### src/rtl/sd_spi_arbiter.sv
// ---------------------------------------------------------------------------
// sd_spi_arbiter
//
// Shares a single sdspihost SPI engine between two requesters. Requester 0
// is the autotest FSM and requester 1 is the second client. A four-state FSM
// (IDLE, GRANT_0, GRANT_1, RELEASE) owns the engine. Only the requester that
// holds the grant can reach the host. A requester that keeps its request up
// but stays idle for too long loses the grant through a hold-timeout.
//
// Ports
//   clk, rst                      clock; asynchronous active-low reset
//   req_i / gnt_i                 per-requester bus request / registered grant
//   r_block_i .. spi_rst_i        per-requester SPI command strobes
//   block_addr_i, data_in_i       per-requester block address / write byte
//   busy_i, data_out_i,
//   err_i, crc_err_i              per-requester return path
//   timeout_i                     sticky flag: grant revoked by hold-timeout
//   spi_*  (outputs)              commands, address and write data to the host
//   spi_busy, spi_err,
//   spi_crc_err, spi_data_out     status and read data from the host
// ---------------------------------------------------------------------------
module sd_spi_arbiter #(
  parameter logic [31:0] TIMEOUT_CYCLES = 32'h6E00000
) (
  input  logic        clk,
  input  logic        rst,

  // requester 0 (autotest FSM)
  input  logic        req_0,
  output logic        gnt_0,
  input  logic        r_block_0,
  input  logic        r_byte_0,
  input  logic        r_multi_block_0,
  input  logic        w_block_0,
  input  logic        w_byte_0,
  input  logic        spi_rst_0,
  input  logic [31:0] block_addr_0,
  input  logic [7:0]  data_in_0,
  output logic        busy_0,
  output logic [7:0]  data_out_0,
  output logic        err_0,
  output logic        crc_err_0,
  output logic        timeout_0,

  // requester 1
  input  logic        req_1,
  output logic        gnt_1,
  input  logic        r_block_1,
  input  logic        r_byte_1,
  input  logic        r_multi_block_1,
  input  logic        w_block_1,
  input  logic        w_byte_1,
  input  logic        spi_rst_1,
  input  logic [31:0] block_addr_1,
  input  logic [7:0]  data_in_1,
  output logic        busy_1,
  output logic [7:0]  data_out_1,
  output logic        err_1,
  output logic        crc_err_1,
  output logic        timeout_1,

  // to sdspihost
  output logic        spi_r_block,
  output logic        spi_r_byte,
  output logic        spi_r_multi_block,
  output logic        spi_w_block,
  output logic        spi_w_byte,
  output logic        spi_rst,
  output logic [31:0] spi_block_addr,
  output logic [7:0]  spi_data_in,

  // from sdspihost
  input  logic        spi_busy,
  input  logic        spi_err,
  input  logic        spi_crc_err,
  input  logic [7:0]  spi_data_out
);

  typedef enum logic [1:0] {
    IDLE    = 2'd0,
    GRANT_0 = 2'd1,
    GRANT_1 = 2'd2,
    RELEASE = 2'd3
  } state_t;

  localparam logic [31:0] HOLD_LIMIT = TIMEOUT_CYCLES - 32'd1;
  localparam logic [31:0] HOLD_MAX   = 32'hFFFF_FFFF;

  state_t      state_reg, state_next;
  logic        last_served_reg, last_served_next;
  logic [31:0] hold_cnt_reg, hold_cnt_next;
  logic [1:0]  timeout_reg, timeout_next;

  // -------------------------------------------------------------------------
  // Requester-side signals gathered into vectors so that the arbitration and
  // the return path can be indexed by requester number.
  // Command bundle bit order: {spi_rst, w_byte, w_block, r_multi, r_byte, r_block}
  // -------------------------------------------------------------------------
  logic [1:0]  req_vec;
  logic [1:0]  gnt_vec;
  logic [5:0]  cmd_vec  [2];
  logic [31:0] addr_vec [2];
  logic [7:0]  din_vec  [2];
  logic [1:0]  busy_vec;
  logic [1:0]  err_vec;
  logic [1:0]  crc_err_vec;
  logic [7:0]  dout_vec [2];

  assign req_vec     = {req_1, req_0};
  assign cmd_vec[0]  = {spi_rst_0, w_byte_0, w_block_0, r_multi_block_0, r_byte_0, r_block_0};
  assign cmd_vec[1]  = {spi_rst_1, w_byte_1, w_block_1, r_multi_block_1, r_byte_1, r_block_1};
  assign addr_vec[0] = block_addr_0;
  assign addr_vec[1] = block_addr_1;
  assign din_vec[0]  = data_in_0;
  assign din_vec[1]  = data_in_1;

  // Grants are decoded straight from the state flop. This keeps them
  // glitch-free and lets the asynchronous reset drop them at once.
  assign gnt_vec[0] = (state_reg == GRANT_0);
  assign gnt_vec[1] = (state_reg == GRANT_1);

  // Per-requester return path. A requester without the grant sees a busy
  // host with neutral data. Any command it issues then simply waits.
  genvar gi;
  generate
    for (gi = 0; gi < 2; gi++) begin : g_return
      assign busy_vec[gi]    = gnt_vec[gi] ? spi_busy     : 1'b1;
      assign dout_vec[gi]    = gnt_vec[gi] ? spi_data_out : 8'h00;
      assign err_vec[gi]     = gnt_vec[gi] ? spi_err      : 1'b0;
      assign crc_err_vec[gi] = gnt_vec[gi] ? spi_crc_err  : 1'b0;
    end
  endgenerate

  assign gnt_0      = gnt_vec[0];
  assign gnt_1      = gnt_vec[1];
  assign busy_0     = busy_vec[0];
  assign busy_1     = busy_vec[1];
  assign data_out_0 = dout_vec[0];
  assign data_out_1 = dout_vec[1];
  assign err_0      = err_vec[0];
  assign err_1      = err_vec[1];
  assign crc_err_0  = crc_err_vec[0];
  assign crc_err_1  = crc_err_vec[1];
  assign timeout_0  = timeout_reg[0];
  assign timeout_1  = timeout_reg[1];

  // -------------------------------------------------------------------------
  // Host-side mux. Only the granted requester reaches the host. In IDLE,
  // RELEASE and reset the host sees no command, address 0 and an all-ones
  // write byte, which is the idle level of the SPI MOSI line.
  // -------------------------------------------------------------------------
  logic [5:0] spi_cmd;

  always_comb begin
    spi_cmd        = 6'b0;
    spi_block_addr = 32'h0;
    spi_data_in    = 8'hFF;
    if (gnt_vec[0]) begin
      spi_cmd        = cmd_vec[0];
      spi_block_addr = addr_vec[0];
      spi_data_in    = din_vec[0];
    end else if (gnt_vec[1]) begin
      spi_cmd        = cmd_vec[1];
      spi_block_addr = addr_vec[1];
      spi_data_in    = din_vec[1];
    end
  end

  assign spi_r_block       = spi_cmd[0];
  assign spi_r_byte        = spi_cmd[1];
  assign spi_r_multi_block = spi_cmd[2];
  assign spi_w_block       = spi_cmd[3];
  assign spi_w_byte        = spi_cmd[4];
  assign spi_rst           = spi_cmd[5];

  // -------------------------------------------------------------------------
  // Next-state logic
  // -------------------------------------------------------------------------
  logic owner;   // requester number that owns the current grant

  assign owner = (state_reg == GRANT_1);

  always_comb begin
    state_next       = state_reg;
    last_served_next = last_served_reg;
    hold_cnt_next    = hold_cnt_reg;
    timeout_next     = timeout_reg;

    case (state_reg)
      IDLE: begin
        hold_cnt_next = 32'h0;
        // Both requesting: the one that was not served last wins. The reset
        // value of last_served (1) gives requester 0 the first contention.
        if (req_vec[0] && (!req_vec[1] || last_served_reg)) begin
          state_next       = GRANT_0;
          last_served_next = 1'b0;
          timeout_next[0]  = 1'b0;
        end else if (req_vec[1]) begin
          state_next       = GRANT_1;
          last_served_next = 1'b1;
          timeout_next[1]  = 1'b0;
        end
      end

      GRANT_0, GRANT_1: begin
        if (!req_vec[owner]) begin
          // Voluntary release. Wait out a running host operation first so
          // that the next owner never sees a transfer it did not start.
          hold_cnt_next = 32'h0;
          state_next    = spi_busy ? RELEASE : IDLE;
        end else if (hold_cnt_reg == HOLD_LIMIT) begin
          // Owner kept req up but has been idle too long: revoke. Marking
          // it last served lets a waiting peer win the next arbitration.
          hold_cnt_next       = 32'h0;
          timeout_next[owner] = 1'b1;
          last_served_next    = owner;
          state_next          = RELEASE;
        end else if (spi_busy || (|cmd_vec[owner])) begin
          hold_cnt_next = 32'h0;
        end else if (hold_cnt_reg != HOLD_MAX) begin
          hold_cnt_next = hold_cnt_reg + 32'd1;
        end
      end

      RELEASE: begin
        hold_cnt_next = 32'h0;
        if (!spi_busy) begin
          state_next = IDLE;
        end
      end

      default: begin
        state_next    = IDLE;
        hold_cnt_next = 32'h0;
      end
    endcase
  end

  // -------------------------------------------------------------------------
  // State registers
  // -------------------------------------------------------------------------
  always_ff @(posedge clk or negedge rst) begin
    if (!rst) begin
      state_reg       <= IDLE;
      last_served_reg <= 1'b1;
      hold_cnt_reg    <= 32'h0;
      timeout_reg     <= 2'b00;
    end else begin
      state_reg       <= state_next;
      last_served_reg <= last_served_next;
      hold_cnt_reg    <= hold_cnt_next;
      timeout_reg     <= timeout_next;
    end
  end

endmodule
### config.mk
export PLATFORM = sky130hd
export DESIGN_NAME = sd_spi_arbiter
export DESIGN_NICKNAME = d
export VERILOG_FILES = /design/src/rtl/sd_spi_arbiter.sv
export SDC_FILE = /design/constraint.sdc
export NUM_CORES = 1
export LEC_CHECK = 0
export ABC_CLOCK_PERIOD_IN_PS = 7800
export CAP_MARGIN = 20
export CORE_MARGIN = 2
export CORE_UTILIZATION = 41
export CTS_CLUSTER_DIAMETER = 200
export DETAILED_ROUTE_END_ITERATION = 16
export GPL_TIMING_DRIVEN = 0
export PLACE_DENSITY_LB_ADDON = 0.3
export SYNTH_ARGS = -nofsm -noshare
export SYNTH_HDL_FRONTEND = slang
export SYNTH_SLANG_ARGS = --single-unit
### constraint.sdc
create_clock -name clk -period 7.8 [get_ports clk]
set_input_delay 1.17 -clock clk [delete_from_list [all_inputs] [get_ports clk]]
set_output_delay 1.17 -clock clk [all_outputs]
set_load 0.01 [all_outputs]
# Word level (Yosys, flattened, before mapping)
# Index checks and enable logic that the tools add are counted.
[word_totals] mem_bits_ro=0 latchBits=0 n_memories=0 mem_bits_rw=0 elab_cells=83 in_bits=107 output_inout_bits=72 ff_bits=37
[classes] bitwise=2 n_div=0 reduce_logical=14 multipliers=0 add_sub_neg=1 shift=0 order_cmp=3 eq_ne=14 mux=44
[ops] operator="32-bit 2-to-1 mux" count=6
[ops] operator="32-bit one-hot mux with 2 select lines" count=1
[ops] operator="32-bit by 1-bit adder with 32-bit output, second input constant" count=1
[ops] operator="32-bit by 27-bit equality test with 1-bit output, second input constant" count=1
[ops] operator="8-bit 2-to-1 mux" count=4
[ops] operator="32-bit inequality test, second input constant" count=1
[ops] operator="6-bit 2-to-1 mux" count=5
[ops] operator="1-bit 2-to-1 mux" count=16
[ops] operator="2-bit 2-to-1 mux" count=8
[ops] operator="2-bit inequality test, second input constant" count=6
[ops] operator="4-bit AND reduction" count=2
[ops] operator="3-bit inequality test, second input constant" count=2
[ops] operator="2-bit one-hot mux with 3 select lines" count=1
[ops] operator="6-bit OR reduction" count=1
[ops] operator="5-bit inequality test, second input constant" count=1
[ops] operator="5-bit AND reduction" count=1
[ops] operator="2-bit equality test, second input constant" count=2
[ops] operator="2-bit one-hot mux with 2 select lines" count=1
[ops] operator="2-bit OR reduction" count=2
[ops] operator="3-bit AND reduction" count=1
[ops] operator="2-bit by 1-bit equality test with 1-bit output, second input constant" count=1
[ops] operator="2-bit greater-or-equal comparator, second input constant" count=1
[ops] operator="1-bit logical AND" count=2
[ops] operator="2-bit logical NOT" count=1
[ops] operator="9 further kinds" count=10

# Logic depth before layout (Yosys ltp)
# Gate-level depths: netlist of run 1.
[depth] ltp_word=11 depth_mapped=8 mapped_depth_nobuf=7

# Least setup slack after synthesis of run 1
# No wires, ideal clock.
[synth_timing] path_type="flip-flop to output port" startpoint="register state_reg[0]" endpoint="output port spi_block_addr[0]" required_time_ns=6.630 n_path_buf=1 path_stages_with_launch=6 slack_ns=5.073 arrival_time_ns=1.557 cell_sequence="dfrtp_1 > inv_1 > ha_1 > nor2b_1 > clkbuf_1 > a22o_1"
[synth_between] elab_chain_cells=3 elab_cells_between_ends=4 classes_between="eq/ne (2); mux (2)"
[synth_rtl] item="start, declared" line="89" source="state_t state_reg, state_next;"
[synth_rtl] item="start signal, assigned" line="249" source="state_reg <= state_next;"
[synth_rtl] item="2-bit equality test" line="120" source="assign gnt_vec[1] = (state_reg == GRANT_1);"
[synth_rtl] item="net gnt_1" line="47" source="output logic gnt_1,"
[synth_rtl] item="32-bit 2-to-1 mux" line="162" source="end else if (gnt_vec[1]) begin"
[synth_rtl] item="32-bit 2-to-1 mux" line="158" source="if (gnt_vec[0]) begin"
[synth_rtl] item="end, declared" line="69" source="output logic [31:0] spi_block_addr,"
# The timed path passes the listed nets, and every way through them passes these cells.

# Worst setup path in the final report of run 1
[layout_timing] startpoint="register state_reg[1]" endpoint="output port spi_block_addr[21]"
[layout_between] elab_chain_cells=3 elab_cells_between_ends=4 classes_between="eq/ne (2); mux (2)"
[layout_rtl] item="2-bit equality test" line="120"
[layout_rtl] item="32-bit 2-to-1 mux" line="162"
[layout_rtl] item="32-bit 2-to-1 mux (*)" line="158"
# Mark *: on every way between the ends. The rest lies on a longest branch, timed or not.

==> metrics.md, run 1 <==
| Metric | Value |
|---|---|
| Status | `finished, final reports clean` |
| Initial core utilization | `42.8%` |
| Slew Limit Headroom | `44.2%` |
| Via count | `3528` |
| Combinational share of power | `67.4%` |
| Syn avg cell area | `8.21 um^2` |
| Total track usage | `29.0%` |
| MaxCap Viol Count | `0` |
| Yosys warns | `0` |
| Top Ports | `179` |
| # diodes | `0` |
| First-pass GRT wire length | `17500 um` |
| Skew-Pair Late Insertion Delay | `0.29 ns` |
| Post-CTS sizing | `0` |
| IO Port Bufs | `178` |
| Worst-path clk slew | `0.07 ns` |
| Leakage Power | `1.83 nW` |
| Hpwl dp | `9430 um` |
| CTS Sinks | `37` |
| Cells after Synth | `356` |
| Worst Hold Class | `reg2reg` |
| Ratio of cells with drive above 1 in the final layout | `5.16%` |
| CTS root buffer | `clkbuf_8` |
| Post-DRT Antenna Nets | `0` |
| Cell with the most instances after synthesis | `dfrtp_1` |
| Row count | `30` |
| Vias in the first global route | `3379` |
| Fill cells | `566` |
| Die Wd | `88.4 um` |
| Mapped Area | `2920 um^2` |
| Top_reg_cell synth | `dfrtp_1` |
| H-Tree Depth | `2` |
| Placed insts | `631` |
| Crit path DAT | `2.69 ns` |
| Psw | `0.445 mW` |
| Avg WL per Cell | `18.2 um` |
| Flops & latches, synth | `37` |
| Initial antenna violation count | `0` |
| CTS tree | `done` |
| Multi-input logic area | `1850 um^2` |
| Reg power frac | `17.9%` |
| DR DRC count | `0` |
| Setup TNS | `0 ns` |
| Distinct cell type count of the synthesized netlist | `51` |
| Minimum clock period | `3.86 ns` |
| Period utilization | `49.5%` |
| RSZ-0062 raised after global routing | `false` |
| Core area | `6830 um^2` |
| Syn_nets | `470` |
| Power per Cell Area | `239 nW/um^2` |
| TritonRoute pass-1 iters | `5` |
| Register area | `927 um^2` |
| Internal power | `0.736 mW` |
| Skew final | `0.00635 ns` |
| Fin. max-slew vios | `0` |
| Area contributors post-synth | `dfrtp_1 (31%), a22o_1 (9.3%), and2_1 (4.5%), a21oi_1 (4.3%), nand2_1 (3.6%)` |
| Die area | `7820 um^2` |
| Non-filler cells in the finished layout | `639` |
| Top post-synthesis cells by count | `dfrtp_1 (36), a22o_1 (31), nand2_1 (28)` |
| Die H | `88.4 um` |
| Max Freq | `0.259 GHz` |
| Area Overhead vs Synth | `69.1%` |
| Setup CP Type | `reg2out` |
| TritonCTS buffer count | `5` |
| Slew at the pin with the worst max-slew slack | `0.826 ns` |
| Largest area contributor in the netlist | `dfrtp_1` |
| Gr ovfl total | `0` |
| Final net count | `656` |
| Required time of the worst setup path | `6.63 ns` |
| Post-synthesis sequential area ratio | `31.7%` |
| Async set-reset flop share out of synthesis | `100%` |
| Largest net degree at the start of global routing | `38` |
| Hold-fix buffers, CTS | `0` |
| Setup violations, final | `0` |
| Routed wire length | `11600 um` |
| Max FFs per register | `32` |
| Vias per cell | `5.52` |
| Number of flops mapped to enable cells by yosys | `0` |
| CP Capture Type | `primary output` |
| Net Sw Frac | `37.7%` |
| Final hold violation count | `0` |
| 1st-iter DRT viols | `221` |
| Max IR drop VDD | `0.000118 V` |
| Global placement routability congestion | `0.930` |
| Post-synth top area share | `30.8%` |
| Clock Path Buffers | `2` |
| Worst setup SP type | `flip-flop` |
| Clk network pwr share | `14.6%` |
| Postcts setup bufs | `0` |
| CP max FO | `10` |
[layout make-up]
class,instances,area share [%]
Clock buffer,7,1.75
Timing Repair Buffer,179,36.1
Sequential cell,37,18.8
Multi-Input combinational cell,282,37.4
Buffer,22,1.87
Inverter,15,1.14
Tap cell,96,2.43
Clock inverter,1,0.608
[critical path, stage by stage (launching register included)]
cell and delay [ns]:
dfrtp_1 0.42, inv_1 0.13, ha_1 0.24, clkbuf_1 0.36
clkbuf_1 0.42, a22o_1 0.24, clkdlybuf4s50_1 0.58
[final timing paths]
check / from / end / slack (ns) / depth (start not counted)
worst min-delay path: flip-flop / flip-flop / 0.49 / 1
worst min register to register: flip-flop / flip-flop / 0.49 / 1
worst max register to register: hold_cnt_reg[0]$_DFFE_PN0P_ / flip-flop / 4.93 / 7
min in group asynchronous: rst / hold_cnt_reg[13]$_DFFE_PN0P_ / 0.97 / 1
max in group asynchronous: rst / hold_cnt_reg[28]$_DFFE_PN0P_ / 6.32 / 1
worst max-delay path: state_reg[1]$_DFFE_PN0P_ / spi_block_addr[21] / 3.94 / 6
[layer usage]
metal  wire (um)  vias to the layer above  GRT usage, %  share of wire [%]
met1        4660                     1645          36.3                 40
met3         917                       34          5.60                7.9
li1            -                     1699             -                  -
met2        5650                      150          49.6                 49
met4         413                        0          11.3                3.5
met5           0                        -             0                  0
[per-stage QoR]
| stage | worst slack (ns) | power (mW) | area, um^2 | util [%] | hold slack, ns |
|---|---|---|---|---|---|
| CTS | 3.89 | 1.18 | 4940 | 72.3 | 0.491 |
| floorplan | 5.07 | 0.578 | 2920 | - | 0.522 |
| global route | 3.75 | 1.24 | 4940 | 72.3 | 0.525 |
| detailed placement | 4.02 | 1.01 | 4820 | 70.6 | 0.479 |
| finish | 3.94 | 1.18 | 4940 | 72.3 | 0.489 |
| global placement | 4.01 | 0.995 | 4820 | 70.6 | 0.477 |
[cell families after synthesis]
| group | share of synthesized area [%] |
|---|---|
| buffers and inverters | 5.10 |
| multiplexers | 2.23 |
| flip-flops | 31.7 |
| adder cells (fa/ha/maj) | 3.00 |
| XOR/XNOR | 4.20 |
| AND/OR/NAND/NOR | 29.0 |
| AO/OA/AOI/OAI | 24.8 |
[power groups by stage]
stage          Sequential, mW  Combinational [mW]  Clock, mW
6_report                0.212               0.797      0.173
3_3_place_gp            0.215               0.781          0
3_5_place_dp            0.216               0.792          0
2_1_floorplan           0.215               0.363          0
4_1_cts                 0.212               0.798      0.175
5_1_grt                 0.214               0.846      0.182
[cell usage in the layout (no fill, tap or decap), types with 2 or more instances in the layout]
master           count
a2111oi_0            2
a211oi_1             4
a21oi_1             25
a22o_1              31
a31oi_1              3
and2_1              21
and3_1               2
and3_2               3
and4_1               3
buf_2                4
clkbuf_1            20
clkbuf_8             6
clkdlybuf4s50_1    177
dfrtp_1             36
ha_1                 7
inv_1               15
mux2_1               2
mux2_2               2
mux2i_1              2
nand2_1             28
nand2b_1             5
nand3_1             17
nand4_1              9
nor2_1              27
nor2b_1              3
nor3_1               4
nor3b_1              2
nor4_1               9
o2111ai_1            4
o21ai_0             17
o31ai_1              8
or3_1                6
or4_1                5
or4_4                2
xnor2_1              6
xor2_1               8
No activity file was read; power rests on OpenSTA's default activity.
==> inputs of run 2 (changes only) <==
ABC_CLOCK_PERIOD_IN_PS = 3400   (was 7800)
CORE_UTILIZATION = 34   (was 41)
clock period = 3.4 ns   (was 7.8 ns; I/O delays follow)
==> run 2 against run 1 <==
  * Utilization down 12 points
  * Final cell count up 1.6%
  * Via count rose by 0.26%
  * Setup slack got worse by 3.8 ns
  * Register-to-register slack worse by 4.4 ns
  * Sequential power increased by 130%
  * Flip-flop and latch count is the same
  * Wire length up 3.8%
  * Clock power rose by 97%
  * Critical path depth is the same
  * Global-route usage down 4.2 points
==> metrics.md, run 2 (synthesis results as in run 1) <==
| Metric | Value |
|---|---|
| Fin. max-slew vios | `0 (unchanged)` |
| Initial core utilization | `35.4% (was 42.8%)` |
| Max FFs per register | `32 (unchanged)` |
| Slew at the pin with the worst max-slew slack | `0.886 ns (was 0.826 ns)` |
| Post-DRT Antenna Nets | `0 (unchanged)` |
| CTS Sinks | `37 (unchanged)` |
| Required time of the worst setup path | `2.89 ns (was 6.63 ns)` |
| Via count | `3537 (was 3528)` |
| Final net count | `656 (unchanged)` |
| Initial antenna violation count | `1 (was 0)` |
| CP max FO | `10 (unchanged)` |
| Ratio of cells with drive above 1 in the final layout | `6.08% (was 5.16%)` |
| Slowest cell delay on critical path | `0.61 ns (was 0.58 ns)` |
| Max IR drop VDD | `0.000347 V (was 0.000118 V)` |
| Die area | `9350 um^2 (was 7820 um^2)` |
| Post-route cell area | `4940 um^2 (about the same)` |
| DR DRC count | `0 (unchanged)` |
| Worst-path clk slew | `0.08 ns (was 0.07 ns)` |
| Crit path buffers/inverters | `3 (was 4)` |
| Commonest cells after routing, fill and taps aside | `clkdlybuf4s50_1 (177), dfrtp_1 (36), a22o_1 (31) (unchanged)` |
| Period utilization | `95.9%` |
| Hpwl dp | `9630 um (was 9430 um)` |
| Global placement routability congestion | `0.885 (was 0.930)` |
| Fill cells | `727 (was 566)` |
| Row count | `33 (was 30)` |
| Cell family with most CP delay | `buffers and inverters (unchanged)` |
| Setup TNS | `0 ns (unchanged)` |
| Placed insts | `640 (was 631)` |
| IO Port Bufs | `178 (unchanged)` |
| H-Tree Depth | `2 (unchanged)` |
| Post-route worst setup slack | `0.138 ns (was 3.94 ns)` |
| TritonCTS buffer count | `5 (unchanged)` |
| CP Capture Type | `primary output (unchanged)` |
| Avg WL per Cell | `18.6 um (was 18.2 um)` |
| Fin util | `59.9% (was 72.3%)` |
| Clock Path Buffers | `2 (unchanged)` |
| Core area | `8260 um^2 (was 6830 um^2)` |
| RSZ-0062 raised after global routing | `false (unchanged)` |
| Worst setup SP type | `flip-flop (unchanged)` |
| Minimum clock period | `3.26 ns` |
| Crit path DAT | `2.75 ns (was 2.69 ns)` |
| Post-Place Worst Slack | `0.403 ns (was 4.02 ns)` |
| Leakage Power | `1.84 nW (was 1.83 nW)` |
| Setup CP Type | `reg2out (unchanged)` |
| Non-filler cells in the finished layout | `649 (was 639)` |
| Skew final | `0.00754 ns (was 0.00635 ns)` |
| Max Freq | `0.307 GHz` |
| First-pass GRT wire length | `18600 um (was 17500 um)` |
| Routed wire length | `12100 um (was 11600 um)` |
| Hold slack final | `0.312 ns (was 0.489 ns)` |
| Status | `finished, final reports clean (unchanged)` |
| Vias per cell | `5.45 (was 5.52)` |
| Commonest non-fill, non-tap cell in the layout | `clkdlybuf4s50_1 (unchanged)` |
| Worst Hold Class | `in2async (was reg2reg)` |
| Power per Cell Area | `542 nW/um^2 (was 239 nW/um^2)` |
| Slew Limit Headroom | `40.2% (was 44.2%)` |
| Final hold violation count | `0 (unchanged)` |
| Largest net degree at the start of global routing | `38 (unchanged)` |
| Setup violations, final | `0 (unchanged)` |
| Stages on worst setup path | `6 (unchanged)` |
| Area Overhead vs Synth | `69.2% (was 69.1%)` |
| Die Wd | `96.7 um (was 88.4 um)` |
| CTS tree | `done (unchanged)` |
| CP Cell Sequence | `inv_1 -> ha_1 -> nor2b_1 -> clkbuf_1 -> a22o_1 -> clkdlybuf4s50_1 (was inv_1 -> ha_1 -> clkbuf_1 -> clkbuf_1 -> a22o_1 -> clkdlybuf4s50_1)` |
| Total track usage | `24.9% (was 29.0%)` |
| Gr ovfl total | `0 (unchanged)` |
| CTS root buffer | `clkbuf_8 (unchanged)` |
| TritonRoute pass-1 iters | `5 (unchanged)` |
| Vias in the first global route | `3247 (was 3379)` |
| R2R cell count | `7 (unchanged)` |
| Total power | `2.68 mW (was 1.18 mW)` |
| 1st-iter DRT viols | `166 (was 221)` |
| MaxCap Viol Count | `0 (unchanged)` |
| Slowest stage cell on the critical path | `clkdlybuf4s50_1 (unchanged)` |
| Die H | `96.7 um (was 88.4 um)` |
| Post-Place Cell Area | `4830 um^2 (was 4820 um^2)` |
| Skew-Pair Late Insertion Delay | `0.30 ns (was 0.29 ns)` |
| Top Ports | `179 (unchanged)` |
| Reg2Reg Setup Slack | `0.52 ns (was 4.93 ns)` |
-- run 2: cell count changes in the layout (fill, tap and decap cells not counted) --
cell / delta
clkinv_2: +1
diode_2: +1
clkbuf_1: -5
clkbuf_8: +1
clkbuf_2: +4
bufinv_16: -1
-- run 2: area by class of cell --
cell class	instances	area [um^2]	area share (%)
Antenna cell	1	2.50	0.0506
Clock buffer	7	96.3	1.95
Clock inverter	1	5.00	0.101
Tap cell	105	131	2.66
Buffer	22	97.6	1.97
Inverter	15	56.3	1.14
Multi-Input combinational cell	282	1850	37.3
Sequential cell	37	927	18.8
Timing Repair Buffer	179	1780	36.0
-- run 2: report_power, final --
group | internal, mW | leakage [nW] | total, mW | switching, mW
clock | 0.183 | 0.0542 | 0.341 | 0.158
sequential | 0.468 | 0.510 | 0.486 | 0.0177
combinational | 0.987 | 1.28 | 1.85 | 0.864
-- run 2: worst paths after layout --
| path | endpoint | from |
|---|---|---|
| worst max-delay path | spi_block_addr[18] | state_reg[0]$_DFFE_PN0P_ |
| max in group asynchronous | hold_cnt_reg[3]$_DFFE_PN0P_ | rst |
| worst max register to register | hold_cnt_reg[21]$_DFFE_PN0P_ | hold_cnt_reg[0]$_DFFE_PN0P_ |
| worst min register to register | flip-flop | flip-flop |
| min in group clk | flip-flop | flip-flop |
| worst min-delay path | hold_cnt_reg[20]$_DFFE_PN0P_ | rst |
-- run 2: metal layers --
layer / vias to the layer above / routed length [um] / global-route usage [%]
met4: 0 / 378 / 8.99
li1: 1692 / - / -
met3: 17 / 830 / 5.20
met5: - / 0 / 0
met1: 1688 / 4900 / 31.7
met2: 140 / 5970 / 41.5
-- run 2: timing repair --
item / in CTS / in global routing
hold buffers: 0 / 0
endpoints found under the setup margin: 0 / 12
gates resized for setup: 0 / 8
setup buffers: 0 / 0
-- run 2: worst reg2reg max path, stage by stage (launching register included) --
cell	delay [ns]
dfrtp_1	0.40
ha_1	0.25
nand3_4	0.14
or4_4	0.59
or4_4	0.58
nand3_1	0.23
clkbuf_1	0.46
a21oi_1	0.10
